[config.mk]
export PLATFORM = sky130hd
export DESIGN_NAME = inst_fetch_seq
export DESIGN_NICKNAME = d
export VERILOG_FILES = /design/src/rtl/inst_fetch_seq_pkg.sv /design/src/rtl/inst_fetch_seq_packer.sv /design/src/rtl/inst_fetch_seq.sv
export SDC_FILE = /design/constraint.sdc
export NUM_CORES = 1
export LEC_CHECK = 0
export CAP_MARGIN = 10
export CORE_MARGIN = 2
export CORE_UTILIZATION = 40
export DETAILED_ROUTE_END_ITERATION = 10
export GPL_ROUTABILITY_DRIVEN = 0
export GPL_TIMING_DRIVEN = 0
export PLACE_DENSITY = 0.73
export SLEW_MARGIN = 10
export SYNTH_ARGS = -nofsm -noshare
export SYNTH_HDL_FRONTEND = slang
export SYNTH_HIERARCHICAL = 1
export SYNTH_SLANG_ARGS = --single-unit
export TNS_END_PERCENT = 20
[constraint.sdc]
create_clock -name clk -period 2.4 [get_ports clk]
set_input_delay 0.24 -clock clk [delete_from_list [all_inputs] [get_ports clk]]
set_output_delay 0.24 -clock clk [all_outputs]
set_load 0.02 [all_outputs]
[src/rtl/inst_fetch_seq_pkg.sv]
// Shared definitions for the instruction-fetch sequencer. The state encoding
// and byte-count constants are also consumed by the IF-stage stall logic, so
// keep them stable.
package inst_fetch_seq_pkg;

  localparam int BYTES_PER_INST = 4;
  localparam int CNT_W          = 2;

  typedef enum logic [1:0] {
    ST_IDLE  = 2'd0,
    ST_FETCH = 2'd1,
    ST_LOAD  = 2'd2
  } fsm_state_e;

  // True when cnt addresses the most significant byte of the word.
  function automatic logic is_last_byte(input logic [CNT_W-1:0] cnt);
    return cnt == CNT_W'(BYTES_PER_INST - 1);
  endfunction

endpackage

[src/rtl/inst_fetch_seq_packer.sv]
// inst_byte_packer: gathers bytes into a shadow word, one lane per write,
// and commits the whole word to word_o only when the last lane arrives, so
// the visible instruction never shows a partially assembled word.
//  clk, rst  : clock, synchronous active-high reset
//  wr_en_i   : write byte_i into lane cnt_i this cycle
//  cnt_i     : byte lane (0 = least significant, little-endian)
//  byte_i    : incoming memory byte
//  word_o    : last fully assembled instruction (0 after reset)
module inst_byte_packer
  import inst_fetch_seq_pkg::*;
#(
  parameter int MCS = 8
) (
  input  logic                      clk,
  input  logic                      rst,
  input  logic                      wr_en_i,
  input  logic [CNT_W-1:0]          cnt_i,
  input  logic [MCS-1:0]            byte_i,
  output logic [BYTES_PER_INST*MCS-1:0] word_o
);

  logic [BYTES_PER_INST-1:0][MCS-1:0] shadow_q, shadow_d;
  logic [BYTES_PER_INST*MCS-1:0]      word_q;

  always_comb begin
    shadow_d        = shadow_q;
    shadow_d[cnt_i] = byte_i;
  end

  always_ff @(posedge clk) begin
    if (rst) begin
      shadow_q <= '0;
      word_q   <= '0;
    end else if (wr_en_i) begin
      shadow_q <= shadow_d;
      // Commit includes the byte arriving this cycle.
      if (is_last_byte(cnt_i)) word_q <= shadow_d;
    end
  end

  assign word_o = word_q;

endmodule

[src/rtl/inst_fetch_seq.sv]
// inst_fetch_seq: sequences one byte-wide port of the instruction memory.
// Fetch reads 4 consecutive bytes (wrapping mod MEM_SIZE) into a 32-bit
// little-endian instruction; the loader writes single bytes and wins ties.
//  clk, rst                 : clock, synchronous active-high reset
//  fetch_req/addr/ready     : IF-stage request handshake
//  inst_valid, instruction  : 1-cycle completion pulse, held word
//  load_req/addr/data, ack  : loader byte write, ack pulses during the write
//  mem_addr/wr_en/wr_data   : memory array port (all 0 while idle)
//  mem_rd_data              : combinational read data for mem_addr
module inst_fetch_seq
  import inst_fetch_seq_pkg::*;
#(
  parameter int ADDR_SIZE     = 32,
  parameter int MEM_SIZE      = 1024,
  parameter int MEM_CELL_SIZE = 8,
  localparam int AW           = $clog2(MEM_SIZE)
) (
  input  logic                          clk,
  input  logic                          rst,
  input  logic                          fetch_req,
  input  logic [ADDR_SIZE-1:0]          fetch_addr,
  output logic                          fetch_ready,
  output logic                          inst_valid,
  output logic [4*MEM_CELL_SIZE-1:0]    instruction,
  input  logic                          load_req,
  input  logic [ADDR_SIZE-1:0]          load_addr,
  input  logic [MEM_CELL_SIZE-1:0]      load_data,
  output logic                          load_ack,
  output logic [AW-1:0]                 mem_addr,
  output logic                          mem_wr_en,
  output logic [MEM_CELL_SIZE-1:0]      mem_wr_data,
  input  logic [MEM_CELL_SIZE-1:0]      mem_rd_data
);

  fsm_state_e               state_q;
  logic [CNT_W-1:0]         cnt_q;
  logic [AW-1:0]            base_q;
  logic [AW-1:0]            laddr_q;
  logic [MEM_CELL_SIZE-1:0] ldata_q;
  logic                     inst_valid_q;

  // Only the low AW address bits select a memory cell.
  logic unused_addr_bits;
  assign unused_addr_bits = ^{fetch_addr[ADDR_SIZE-1:AW], load_addr[ADDR_SIZE-1:AW]};

  always_ff @(posedge clk) begin
    if (rst) begin
      state_q      <= ST_IDLE;
      cnt_q        <= '0;
      base_q       <= '0;
      laddr_q      <= '0;
      ldata_q      <= '0;
      inst_valid_q <= 1'b0;
    end else begin
      inst_valid_q <= 1'b0;
      case (state_q)
        ST_IDLE: begin
          if (load_req) begin
            laddr_q <= load_addr[AW-1:0];
            ldata_q <= load_data;
            state_q <= ST_LOAD;
          end else if (fetch_req) begin
            base_q  <= fetch_addr[AW-1:0];
            cnt_q   <= '0;
            state_q <= ST_FETCH;
          end
        end
        ST_FETCH: begin
          cnt_q <= cnt_q + 1'b1;
          if (is_last_byte(cnt_q)) begin
            state_q      <= ST_IDLE;
            inst_valid_q <= 1'b1;
          end
        end
        ST_LOAD:  state_q <= ST_IDLE;
        default:  state_q <= ST_IDLE;
      endcase
    end
  end

  // Memory port is a pure decode of the state so read data returns in the
  // same cycle the address is presented.
  always_comb begin
    mem_addr    = '0;
    mem_wr_en   = 1'b0;
    mem_wr_data = '0;
    case (state_q)
      ST_FETCH: mem_addr = base_q + AW'(cnt_q);  // carry dropped: wraps mod MEM_SIZE
      ST_LOAD: begin
        mem_addr    = laddr_q;
        mem_wr_en   = 1'b1;
        mem_wr_data = ldata_q;
      end
      default: ;
    endcase
  end

  assign fetch_ready = (state_q == ST_IDLE) && !load_req;
  assign load_ack    = (state_q == ST_LOAD);
  assign inst_valid  = inst_valid_q;

  inst_byte_packer #(.MCS(MEM_CELL_SIZE)) u_packer (
    .clk     (clk),
    .rst     (rst),
    .wr_en_i (state_q == ST_FETCH),
    .cnt_i   (cnt_q),
    .byte_i  (mem_rd_data),
    .word_o  (instruction)
  );

endmodule

==> Implementation_results.wiki <==
{| class="wikitable"
! Metric !! Value
|-
| Outcome || completed
|-
| Average instance area after synthesis || 9.31 µm²
|-
| Number of antenna diodes || 0
|-
| Total nets after synthesis || 509
|-
| Slew Viols, Final || 0
|-
| Clock slew at the register clock pins of the worst setup and hold paths || 0.09 ns
|-
| Routed Wire Length || 9280 µm
|-
| Worst R2R Setup Slack || 0.78 ns
|-
| Data arrival time of the critical path || 2.12 ns
|-
| Proportion of layout cells with a drive suffix above 1 || 10.4%
|-
| First DRT Iteration DRCs || 74
|-
| Final worst path period need || 2.36 ns
|-
| Maximum clock skew at final layout || 0.00832 ns
|-
| Clk Latency, worst-skew pair || 0.36 ns
|-
| Pin count of the biggest net entering global routing || 17
|-
| Final instance count without filler cells || 656
|-
| Max Buffers Root-to-Sink || 2
|-
| HPWL after detailed placement || 6840 µm
|-
| Die Ht || 103 µm
|-
| Fraction of the yosys area taken by sequential cells || 45.8%
|-
| Top_reg_cell synth || sky130_fd_sc_hd__dfxtp_1
|-
| Leakage power figure || 0.00217 µW
|-
| Async set or reset register ratio after synthesis || 0%
|-
| Number of failing hold endpoints at the final stage || 0
|-
| Endpoint kind of the worst setup timing path || output pin
|-
| Worst max-slew margin expressed relative to the limit || 67.0%
|-
| Crit path from || cnt_q[0]
|-
| Hold worst-path end || base_q[0]
|-
| Total number of placement rows || 35
|-
| Max IR drop VDD || 284 µV
|-
| Cell variety after synth || 32
|-
| Worst hold path type || in2reg
|-
| Overall Global Routing Usage || 18.3%
|-
| Min-Delay Startpoint || rst
|-
| Hold Path Stages || 2
|-
| Worst hold slack after final layout || 0.187 ns
|-
| Number of antenna-violating nets in the routed design || 0
|-
| Count of max-cap constraint violations || 0
|-
| RSZ-0062 raised after global routing || true
|-
| Final period util || 98.4%
|-
| Vias/cell || 4.88
|-
| EDFF count, synth || 0
|-
| Total number of clock tree sinks || 89
|-
| Detailed-routing iteration count for the pre-antenna-repair pass || 4
|-
| First-pass GRT wire length || 15000 µm
|-
| Count of fill cells added during filler insertion || 858
|-
| Area of the die || 10500 µm²
|-
| PD cells || 564 nW/µm²
|-
| Number of buffers created by CTS || 9
|-
| Yosys warning count || 6
|-
| Initial cell density of the core || 41.7%
|-
| Most common cell after layout, fill and taps aside || sky130_fd_sc_hd__dfxtp_1
|-
| Number of remaining DRC errors || 0
|-
| Antenna violations before repair || 0
|-
| Layout Nets || 613
|-
| Drt wl/cell || 14.1 µm
|-
| Horiz. Die Dim || 103 µm
|-
| Count of placed standard cells including taps || 639
|-
| Library cell used as clock root buffer || sky130_fd_sc_hd__clkbuf_8
|-
| Number of global-route vias before repair || 3237
|-
| Number of primary I/O pins || 138
|-
| Critical path launch point type || flip-flop
|-
| FF-to-FF Start || state_q[0]
|-
| Maximum achievable frequency || 423 MHz
|-
| Area of the core || 9330 µm²
|-
| Number of buffers inserted by port buffering || 92
|-
| Hold buffer count at cts || 0
|-
| Final number of setup-violating endpoints || 0
|-
| Mapped Cells || 418
|-
| Crit Path Class || reg2out
|-
| TritonCTS clock tree || done
|-
| Transition time of the tightest slew-check pin || 0.495 ns
|-
| Growth of design area from synthesis to finish || 34.3%
|-
| Overflow after GRT || 0
|-
| Vias after detailed routing || 3198
|-
| Worst R2R End || laddr_q[5]
|-
| Required time of the critical path || 2.16 ns
|-
| Number of levels the H-tree was split into || 3
|-
| Area of the mapped netlist || 3890 µm²
|-
| Most used cells in the layout excluding fill and tap cells || 86 x sky130_fd_sc_hd__dfxtp_1, 78 x sky130_fd_sc_hd__clkdlybuf4s50_1, 68 x sky130_fd_sc_hd__nand2b_1
|-
| Worst-path fanout max || 10
|-
| FF-to-FF path depth || 6
|-
| Flip-flop and latch count after synthesis || 89
|}
flip-flops by register name, indices dropped and copies added (netlist names):
register	count
base_q	10
cnt_q	2
inst_valid	1
laddr_q	10
ldata_q	8
state_q	2
u_packer/shadow_q	24
u_packer/word_o	32
logic make-up after synthesis:
kind of cell    Yosys count  synth area share [%]
flops                    89                  45.8
xor+xnor                  2                 0.450
buf+inv                  37                  4.82
compound gates           49                  7.33
mux                      56                  14.4
simple gates            178                  24.8
fa+ha+maj                 7                  2.44
cells in the mapped netlist (2+ instances only):
cell | count | area, µm²
sky130_fd_sc_hd__nand3_1 | 10 | 50.1
sky130_fd_sc_hd__a32oi_1 | 2 | 17.5
sky130_fd_sc_hd__o211ai_1 | 8 | 60.1
sky130_fd_sc_hd__and2_1 | 11 | 68.8
sky130_fd_sc_hd__a22oi_1 | 3 | 22.5
sky130_fd_sc_hd__nand2b_1 | 68 | 425
sky130_fd_sc_hd__a21oi_1 | 33 | 165
sky130_fd_sc_hd__or4_1 | 6 | 45.0
sky130_fd_sc_hd__dfxtp_1 | 89 | 1780
sky130_fd_sc_hd__mux2i_1 | 56 | 561
sky130_fd_sc_hd__xor2_1 | 2 | 17.5
sky130_fd_sc_hd__nand4_1 | 3 | 18.8
sky130_fd_sc_hd__inv_1 | 7 | 26.3
sky130_fd_sc_hd__nor2b_1 | 3 | 18.8
sky130_fd_sc_hd__buf_2 | 9 | 45.0
sky130_fd_sc_hd__nand2_1 | 66 | 248
sky130_fd_sc_hd__ha_1 | 6 | 75.1
sky130_fd_sc_hd__nand3b_1 | 4 | 30.0
sky130_fd_sc_hd__buf_4 | 3 | 22.5
sky130_fd_sc_hd__clkbuf_1 | 14 | 52.6
sky130_fd_sc_hd__nand3_2 | 2 | 20.0
sky130_fd_sc_hd__buf_6 | 3 | 33.8
per-stage QoR:
stage / TNS (ns) / setup WS [ns] / instance area (µm²) / total power, µW / util [%]
5_1_grt: -0.104 / -0.0886 / 5230 / 3060 / 56.0
4_1_cts: -0.0568 / -0.0205 / 5210 / 2970 / 55.9
6_report: 0 / 0.0378 / 5230 / 2950 / 56.0
2_1_floorplan: 0 / 0.486 / 3890 / 1760 / -
3_5_place_dp: -0.657 / -0.232 / 4970 / 1900 / 53.3
3_3_place_gp: -0.425 / -0.177 / 4970 / 1890 / 53.3
per-layer routing:
| layer | vias up | share of wire, % | track usage (%) |
|---|---|---|---|
| met2 | 109 | 49 | 32.1 |
| met1 | 1472 | 43 | 21.5 |
| met5 | - | 0 | 0 |
| met3 | 8 | 7.5 | 5.56 |
| li1 | 1609 | - | - |
| met4 | 0 | 0.96 | 5.54 |
critical path, cell delays in order (launching register included):
cell and delay [ns]:
sky130_fd_sc_hd__dfxtp_4 0.40, sky130_fd_sc_hd__ha_2 0.21, sky130_fd_sc_hd__fa_2 0.23, sky130_fd_sc_hd__nand4_1 0.16
sky130_fd_sc_hd__or4_1 0.50, sky130_fd_sc_hd__nand3_1 0.09, sky130_fd_sc_hd__buf_2 0.16
where the power goes:
part	internal, µW	leakage (µW)	total [µW]	switching (µW)
clock network	493	0.000104	1070	573
logic	169	0.00135	337	169
registers	1520	0.000723	1540	27.2
total	2180	0.00217	2950	768
repair_timing:
item                       4_1_cts  5_1_grt
resized for setup               37       14
buffers inserted                 1        0
setup endpoints to repair       18       16
worst max path at each step:
stage,to,cells after the start
after detailed placement,mem_addr[8],6
after floorplan,mem_addr[8],5
after global routing,mem_addr[8],6
final,mem_addr[8],6
after CTS,mem_wr_data[4],5
after global placement,mem_addr[8],6
layout make-up:
type	count	area, µm²	area share [%]
Multi-Input combinational cell	292	1960	37.5
Clock inverter	7	78.8	1.51
Clock buffer	9	124	2.37
Buffer	30	171	3.28
Sequential cell	89	1790	34.2
Inverter	7	26.3	0.503
Timing Repair Buffer	93	918	17.6
Tap cell	129	161	3.09
Power figures use the tool's default switching activity.
